## src/rtl/tt_pin_loopback_bist.sv

```systemverilog
// ---------------------------------------------------------------------------
// tt_pin_loopback_bist
//
// Built-in self-test for the bidirectional pin bank of a TinyTapeout-style
// user project. A run drives NUM_PATTERNS generated patterns onto uio_out
// (with uio_oe high), and compares the externally looped-back uio_in against
// a copy of each pattern delayed by LAT cycles. Mismatches are counted and
// reported on uo_out together with busy/done/pass status.
//
// Ports
//   clk        rising-edge clock
//   rst_n      synchronous active-low reset
//   ena        design enable; low aborts a run and blocks start
//   ui_in      [0] start (level), [1] abort, [2] mode (0 LFSR, 1 walking-one),
//              [7:3] seed
//   uo_out     [0] busy, [1] done, [2] pass, [3] err_sticky,
//              [7:4] err_cnt (saturating at 15)
//   uio_in     looped-back pin value (IO_W bits)
//   uio_out    driven pattern (IO_W bits)
//   uio_oe     output enables, 1 = drive (IO_W bits)
//   dbg_state  current FSM state (0 IDLE, 1 RUN, 2 DRAIN, 3 DONE)
// ---------------------------------------------------------------------------
module tt_pin_loopback_bist #(
   parameter int IO_W         = 8,
   parameter int NUM_PATTERNS = 256,
   parameter int LAT          = 2,
   parameter bit MODE_DEF     = 1'b0
) (
   input  logic            clk,
   input  logic            rst_n,
   input  logic            ena,
   input  logic [7:0]      ui_in,
   output logic [7:0]      uo_out,
   input  logic [IO_W-1:0] uio_in,
   output logic [IO_W-1:0] uio_out,
   output logic [IO_W-1:0] uio_oe,
   output logic [1:0]      dbg_state
);

   typedef enum logic [1:0] {
      S_IDLE  = 2'd0,
      S_RUN   = 2'd1,
      S_DRAIN = 2'd2,
      S_DONE  = 2'd3
   } state_e;

   // The delay line always has at least one stage so the array is legal for
   // LAT = 0; in that case it is bypassed and the compare uses the live pattern.
   localparam int          DL_N     = (LAT == 0) ? 1 : LAT;
   localparam int          TAP      = (LAT == 0) ? 0 : LAT - 1;
   localparam logic [15:0] LAST_IDX = 16'(NUM_PATTERNS - 1);

   // x^16 + x^14 + x^13 + x^11 + 1, right-shifting Fibonacci form.
   function automatic logic [15:0] lfsr_next(input logic [15:0] x);
      return {x[0] ^ x[2] ^ x[3] ^ x[5], x[15:1]};
   endfunction

   // Rotate left by one; also correct for IO_W = 1.
   function automatic logic [IO_W-1:0] rotl(input logic [IO_W-1:0] x);
      return (x << 1) | (x >> (IO_W - 1));
   endfunction

   state_e            state_q, state_d;
   logic [IO_W-1:0]   uio_out_q, uio_out_d;
   logic [IO_W-1:0]   uio_oe_q, uio_oe_d;
   logic              busy_q, busy_d;
   logic              done_q, done_d;
   logic              pass_q, pass_d;
   logic              sticky_q, sticky_d;
   logic [3:0]        err_cnt_q, err_cnt_d;
   logic [15:0]       lfsr_q, lfsr_d;
   logic [IO_W-1:0]   walk_q, walk_d;
   logic              mode_q, mode_d;
   logic [15:0]       pat_cnt_q, pat_cnt_d;
   logic [2:0]        drain_q, drain_d;
   // Each stage: {valid, expected pattern}.
   logic [IO_W:0]     dl_q [DL_N];
   logic [IO_W:0]     dl_d [DL_N];

   logic              start;
   logic              abort;
   logic              mode_sel;
   logic [15:0]       seed;
   logic [IO_W:0]     tap;
   logic              mismatch;
   logic [3:0]        err_cnt_upd;
   logic              sticky_upd;
   logic              finish;

   always_comb begin
      start    = ui_in[0];
      abort    = ui_in[1] | ~ena;
      // The pin strap flips the built-in default mode.
      mode_sel = MODE_DEF ^ ui_in[2];
      // Low 11 bits are never touched, so the seed can never be zero.
      seed     = 16'hACE1 ^ {ui_in[7:3], 11'b0};

      tap         = (LAT == 0) ? {state_q == S_RUN, uio_out_q} : dl_q[TAP];
      mismatch    = tap[IO_W] & (|(tap[IO_W-1:0] ^ uio_in));
      err_cnt_upd = (mismatch && (err_cnt_q != 4'hF)) ? err_cnt_q + 4'd1 : err_cnt_q;
      sticky_upd  = sticky_q | mismatch;

      state_d   = state_q;
      uio_out_d = uio_out_q;
      uio_oe_d  = uio_oe_q;
      busy_d    = busy_q;
      done_d    = done_q;
      pass_d    = pass_q;
      sticky_d  = sticky_upd;
      err_cnt_d = err_cnt_upd;
      lfsr_d    = lfsr_q;
      walk_d    = walk_q;
      mode_d    = mode_q;
      pat_cnt_d = pat_cnt_q;
      drain_d   = drain_q;
      finish    = 1'b0;

      dl_d[0] = {state_q == S_RUN, uio_out_q};
      for (int i = 1; i < DL_N; i++) begin
         dl_d[i] = dl_q[i-1];
      end

      case (state_q)
         S_IDLE: begin
            if (start) begin
               state_d   = S_RUN;
               mode_d    = mode_sel;
               // Both generators are loaded with pattern 1 ready as "next".
               lfsr_d    = lfsr_next(seed);
               walk_d    = rotl(IO_W'(1));
               uio_out_d = mode_sel ? IO_W'(1) : seed[IO_W-1:0];
               uio_oe_d  = '1;
               pat_cnt_d = '0;
               busy_d    = 1'b1;
               done_d    = 1'b0;
               pass_d    = 1'b0;
               sticky_d  = 1'b0;
               err_cnt_d = '0;
            end
         end
         S_RUN: begin
            if (pat_cnt_q == LAST_IDX) begin
               if (LAT == 0) begin
                  finish = 1'b1;
               end else begin
                  state_d = S_DRAIN;
                  drain_d = 3'(LAT - 1);
               end
            end else begin
               pat_cnt_d = pat_cnt_q + 16'd1;
               uio_out_d = mode_q ? walk_q : lfsr_q[IO_W-1:0];
               lfsr_d    = lfsr_next(lfsr_q);
               walk_d    = rotl(walk_q);
            end
         end
         S_DRAIN: begin
            if (drain_q == 3'd0) begin
               finish = 1'b1;
            end else begin
               drain_d = drain_q - 3'd1;
            end
         end
         S_DONE: begin
            if (!start) begin
               state_d = S_IDLE;
            end
         end
         default: state_d = S_IDLE;
      endcase

      // The last compare lands on this same edge, so pass uses the updated count.
      if (finish) begin
         state_d   = S_DONE;
         busy_d    = 1'b0;
         done_d    = 1'b1;
         pass_d    = (err_cnt_upd == 4'd0);
         uio_oe_d  = '0;
         uio_out_d = '0;
      end

      if (abort) begin
         state_d   = S_IDLE;
         uio_out_d = '0;
         uio_oe_d  = '0;
         busy_d    = 1'b0;
         done_d    = 1'b0;
         pass_d    = 1'b0;
         sticky_d  = 1'b0;
         err_cnt_d = '0;
         for (int i = 0; i < DL_N; i++) begin
            dl_d[i] = '0;
         end
      end
   end

   always_ff @(posedge clk) begin
      if (!rst_n) begin
         state_q   <= S_IDLE;
         uio_out_q <= '0;
         uio_oe_q  <= '0;
         busy_q    <= 1'b0;
         done_q    <= 1'b0;
         pass_q    <= 1'b0;
         sticky_q  <= 1'b0;
         err_cnt_q <= '0;
         lfsr_q    <= 16'hACE1;
         walk_q    <= IO_W'(1);
         mode_q    <= 1'b0;
         pat_cnt_q <= '0;
         drain_q   <= '0;
         for (int i = 0; i < DL_N; i++) begin
            dl_q[i] <= '0;
         end
      end else begin
         state_q   <= state_d;
         uio_out_q <= uio_out_d;
         uio_oe_q  <= uio_oe_d;
         busy_q    <= busy_d;
         done_q    <= done_d;
         pass_q    <= pass_d;
         sticky_q  <= sticky_d;
         err_cnt_q <= err_cnt_d;
         lfsr_q    <= lfsr_d;
         walk_q    <= walk_d;
         mode_q    <= mode_d;
         pat_cnt_q <= pat_cnt_d;
         drain_q   <= drain_d;
         for (int i = 0; i < DL_N; i++) begin
            dl_q[i] <= dl_d[i];
         end
      end
   end

   assign uio_out   = uio_out_q;
   assign uio_oe    = uio_oe_q;
   assign uo_out    = {err_cnt_q, sticky_q, pass_q, done_q, busy_q};
   assign dbg_state = state_q;

endmodule

```

## config.mk

```make
export PLATFORM = sky130hd
export DESIGN_NAME = tt_pin_loopback_bist
export DESIGN_NICKNAME = d
export VERILOG_FILES = /design/src/rtl/tt_pin_loopback_bist.sv
export SDC_FILE = /design/constraint.sdc
export NUM_CORES = 1
export LEC_CHECK = 0
export ABC_AREA = 0
export BUFFER_PORTS_ARGS = -buffer_cell sky130_fd_sc_hd__buf_2
export CAP_MARGIN = 10
export CORE_MARGIN = 5
export CORE_UTILIZATION = 40
export CTS_BUF_LIST = sky130_fd_sc_hd__clkbuf_4 sky130_fd_sc_hd__clkbuf_8
export DETAILED_ROUTE_END_ITERATION = 16
export SYNTH_ARGS = -nofsm -noshare
export SYNTH_HDL_FRONTEND = slang
export SYNTH_SLANG_ARGS = --single-unit
```

## constraint.sdc

```tcl
create_clock -name clk -period 4.5 [get_ports clk]
set_input_delay 1.125 -clock clk [delete_from_list [all_inputs] [get_ports clk]]
set_output_delay 1.125 -clock clk [all_outputs]
set_load 0.05 [all_outputs]
```

* Yosys cells after proc, flatten, opt, wreduce, memory -nomap -nowiden
Memory sizes are Yosys's and may differ from the RTL's.
Index checks and enable logic that the tools add are counted.
** Word-level totals
- Output and inout port bits :: 26
- Logic and storage cells :: 98
- RAM bits :: 18
- Memories kept :: 1
- Bits of input ports :: 19
- Register bits after elaboration :: 63
** Cells by class
- Bitwise logic cells :: 14
- Reduce and logical (&&, ||, !) cells :: 17
- Eq/ne operators :: 12
- Add/sub/neg operators :: 3
- Multiplexer cells :: 38
** Memory list
- dl_q :: depth 2, width 9, read ports 2, clocked after Yosys merged registers in 0, wr ports 2, RTL line 77 : logic [IO_W:0] dl_q [DL_N];
** Operators by type and width (number)
- 16-bit 2-to-1 mux :: 4
- 16-bit case mux with 2 select lines :: 2
- 8-bit 2-to-1 mux :: 6
- 8-bit case mux with 2 select lines :: 2
- 18-bit 2-to-1 mux :: 1
- 9-bit 2-to-1 mux :: 2
- 16-bit by 1-bit adder with 16-bit output (second input constant) :: 1
- 16-bit by 8-bit equality test with 1-bit output (second input constant) :: 1
- 4-bit 2-to-1 mux :: 3
- 1-bit 2-to-1 mux :: 10
- 2-bit 2-to-1 mux :: 4
- 8-bit inverter :: 1
- 8-bit by 1-bit OR with 8-bit output :: 1
- 2-bit nonzero test :: 4
- 8-bit OR reduction :: 1
- 8-bit XOR :: 1
- 3-bit 2-to-1 mux :: 2
- 2-bit inequality test (second input constant) :: 3
- 3-bit inequality test (second input constant) :: 2
- 2-bit case mux with 3 select lines :: 1
- 3-bit case mux with 2 select lines :: 1
- 3-bit AND reduction :: 2
- 4-bit by 1-bit adder with 4-bit output (second input constant) :: 1
- 2-bit equality test (second input constant) :: 2
- 18 further kinds :: 26

* Logic depth before layout (Yosys ltp)
An unclocked memory read counts as a cell.
- Word-level depth :: 8
- Mapped depth :: 10

* Worst setup path before layout
OpenSTA, ideal clock, no wires.
- Path type :: input port to flip-flop
- Start :: in uio_in[2]
- End :: reg pass_q
- Data arrival time :: 2.219 ns
- Data required time :: 4.414 ns
- Stages :: 5
- Setup time :: 0.086 ns
- Path slack :: 2.195 ns
- Path through :: xnor2_1 -> nand4_1 -> o21a_1 -> or4_1 -> a211oi_1
** On the way
- Word-level cells in the longest chain between the ends :: 7
** RTL lines
- from (decl) :: RTL line 34 : input logic [IO_W-1:0] uio_in,
- 8-bit XOR :: RTL line 99 : mismatch = tap[IO_W] & (|(tap[IO_W-1:0] ^ uio_in));
- 8-bit OR reduction :: RTL line 99
- 1-bit bitwise AND :: RTL line 99
- 1-bit logical AND :: RTL line 100 : err_cnt_upd = (mismatch && (err_cnt_q != 4'hF)) ? err_cnt_q + 4'd1 : err_cnt_q;
- 4-bit 2-to-1 mux :: RTL line 100
- 4-bit zero test :: RTL line 176 : pass_d = (err_cnt_upd == 4'd0);
- 1-bit 2-to-1 mux :: RTL line 172 : if (finish) begin
- to (signal assigned) :: RTL line 220 : pass_q <= pass_d;
- to (decl) :: RTL line 68 : logic pass_q, pass_d;
Every way passes these cells.
A chain may end at the register's enable or synchronous reset.

* Final worst setup path
- Start :: reg state_q[1], in the netlist dbg_state[1]
- End :: reg pat_cnt_q[14]
** On the way
- Word-level cells in the longest chain between the ends :: 3
- Elaborated cells between the ends (all ways) :: 7
- Classes of those cells :: eq/ne (3); mux (1); reduce/logical (3)
** RTL lines
- from (decl) :: RTL line 63 : state_e state_q, state_d;
- from (signal assigned) :: RTL line 215 : state_q <= state_d;
- 2-bit by 1-bit equality test with 1-bit output or 2-bit zero test (tied branches) :: RTL line 123 : case (state_q)
- 2-bit inequality test (no line) or 2-bit nonzero test (tied branches)
- 3-bit AND reduction (no line)
- to (signal assigned) :: RTL line 226 : pat_cnt_q <= pat_cnt_d;
- to (decl) :: RTL line 74 : logic [15:0] pat_cnt_q, pat_cnt_d;
Several ways; a longest one is shown, not always the timed one.

==> impl_metrics.toml <==
[setup_path]
end_kind = "flop"
crit_path_max_fanout = 20
worstSetupPathType = "flop to flop"
worstPathArrival_ns = 3.03
cp_cell_sequence = "inv_1 > ha_1 > inv_2 > nand3_1 > nand2_1 > nor2_1"
crit_family = "simple AND/OR/NAND/NOR gates"
critPathSlowestCell = "nand2_1"
critPathBufInv = 2
critPathRequiredTime_ns = 4.72
start_kind = "flop"
cp_slowest_stage_delay_ns = 0.72

[timing]
clock_skew_ns = 0.007930
period_needed_ns = 2.809
maxSlewViolCount = 0
totalNegativeSetupSlack_ns = 0
hold_viol = 0
fin_hold_ws_ns = 0.4292
max_freq_ghz = 0.3560
relSlewSlack_pct = 40.36
fin_crit_sh_pct = 62.42
setup_viol = 0
tightest_slew_ns = 0.8945
rsz0062_at_grt = "false"

[clocking]
cts.htree.levels = 3
root_buffer = "clkbuf_8"
cts_setup_buffers = 0
cts_buffers = 9
cts_sinks = 80
cts.path.max_buffers = 2
clk_pin_slew_worst_paths_ns = 0.09
hold_buffers = 0
ctsResizeCount = 0
clk_latency_ns = 0.35
cts_tree = "done"

[power]
swShare_pct = 25.78
power.share.clock_pct = 41.7
p_seq_share_pct = 50.1
p_leak_nw = 1.559
vdd_drop_max_v = 0.0001620
p_int_w = 0.001086
power.density_nw_per_um2 = 358.6
combPwrFrac_pct = 8.2
switchingPower_w = 0.0003772
total_power_w = 0.001463

[final_layout]
fill_cells = 917
final_area_um2 = 4079
num_antenna_cells = 0
multiInputGateArea_um2 = 1852
final_common_cell = "dfxtp_1"
post_route_cells_drive_above_1_share_pct = 16.74
area_growth_pct = 11.19
regArea_um2 = 1602
fin_util_pct = 44.78
fin_nets = 465
layout_common_cells = "dfxtp_1 (80), nand2_1 (47), buf_2 (44)"

[synth]
synth_edf_count = 0
syn_area_um2 = 3669
yosys_warnings = 0
synthFlopType = "dfxtp_1"
synthArstFlopShare_pct = 0
syn-mean-instance-area_um2 = 8.883
ys_ff_latch = 80
synth_nets = 441
synth_cell_types = 54
netlist_instances = 413
seq_area_frac_synth_pct = 43.66

[die]
dieArea_um2 = 11190
die_w_um = 105.8
rows = 35
dieHeight_um = 105.8
io_pins = 45
start_util_pct = 40.27
fp.coreArea_um2 = 9109

[global_routing]
grt_use_total_pct = 13.86
antenna_found_initial = 0
grt-ovfl-total = 0
grt_max_degree = 35
grt_pass1_vias = 2597
grt_pass1_wl_mm = 12.62

[drt]
drc = 0
drt-vias-per-instance = 5.177
drt_wl_total_mm = 7.689
ant_nets = 0
drtPass1Iterations = 5
vias = 2863
post_drt_wl_per_cell_um = 13.90
drt_iter0_markers = 133

[job]
drv_cap = 0

[place]
dpl_cell_area_um2 = 3846
gp_congestion = 0.7878
detailed_place_hpwl_mm = 5.317
numPortBuffers = 44

[run_status]
status = "finished, final reports clean"

[hold_path]
min-delay-path-class = "flop to flop"
==> logic make-up after synthesis <==
logic type                 after synthesis  share of synthesized area, %
adders and majority gates                9                         3.070
and+or+nand+nor                        180                         25.65
AOI/OAI and AO/OA                       75                         14.39
DFF                                     80                         43.66
xor gates and xnor gates                20                         4.775
muxes                                    9                         2.592
buffers and inverters                   40                         5.866
==> cell type report <==
cell class	count	area share, %
Clock inverter	7	2.669
Inverter	9	0.8282
Timing Repair Buffer	44	5.399
Multi-Input combinational cell	293	45.40
Tap cell	111	3.405
Sequential cell	80	39.26
Clock buffer	9	3.037
==> stage by stage <==
step,setup slack [ns],cells
finish,1.691,553
global route,1.369,553
CTS,1.650,553
detailed placement,1.344,537
global placement,1.435,537
floorplan,2.195,413
==> synthesized netlist by cell type (all sizes together) (2+ instances only) <==
cell type  number  share of area [%]
dfxtp          80                 44
nand2          48                5.0
nand3          34                4.6
nor2           28                2.9
and2           25                4.3
a21oi          21                3.3
buf            19                3.7
o21ai          16                2.2
a21boi         15                3.1
clkbuf         12                1.3
xnor2          12                2.9
nand4          10                1.7
ha              9                3.1
inv             9               0.92
xor2            8                1.9
nor3            7               0.95
a211oi          5                1.0
mux2i           5                1.4
mux2            4                1.2
or3             4               0.68
and3            3               0.51
nand2b          3               0.51
nand3b          3               0.61
nor3b           3               0.61
or4             3               0.61
a41oi           2               0.99
and4            2               0.48
nor2b           2               0.34
nor4            2                1.2
o211a           2               0.55
o211ai          2               0.41
o311a           2               0.55
o31ai           2               0.41
==> state kept, by name, indices dropped and copies added, names as in the netlist <==
register / count
busy_q: 1
dbg_state: 2
dl_q: 18
done_q: 1
drain_q: 3
err_cnt_q: 4
lfsr_q: 16
mode_q: 1
pass_q: 1
pat_cnt_q: 16
sticky_q: 1
uio_out: 8
walk_q: 8
==> power by group through the flow <==
stage          logic [W]  clock network (W)  registers (W)
2_1_floorplan  0.0000925                  0       0.000750
3_3_place_gp    0.000119                  0       0.000749
3_5_place_dp    0.000120                  0       0.000749
4_1_cts         0.000121           0.000628       0.000733
5_1_grt         0.000133           0.000657       0.000735
6_report        0.000120           0.000611       0.000732
==> path summary, 6_finish.rpt <==
| check | start | end | slack [ns] | cells past startpoint |
|---|---|---|---|---|
| worst max-delay path | dbg_state[1]$_SDFFE_PP0P_ | pat_cnt_q[14]$_SDFFE_PN0P_ | 1.69 | 6 |
| worst min-delay path | dl_q[0][0]$_SDFF_PP0_ | dl_q[0][9]$_SDFF_PP0_ | 0.43 | 1 |
| worst max register to register | dbg_state[1]$_SDFFE_PP0P_ | pat_cnt_q[14]$_SDFFE_PN0P_ | 1.69 | 6 |
| worst min register to register | dl_q[0][0]$_SDFF_PP0_ | dl_q[0][9]$_SDFF_PP0_ | 0.43 | 1 |
==> per-layer routing <==
layer	wire, um	vias to the layer above	track usage (%)
li1	-	1478	-
met1	3713	1318	18.37
met2	3455	58	21.22
met3	390	9	3.797
met4	129	0	5.735
met5	0	-	0
Note: power is estimated with default switching activity, not from simulation.
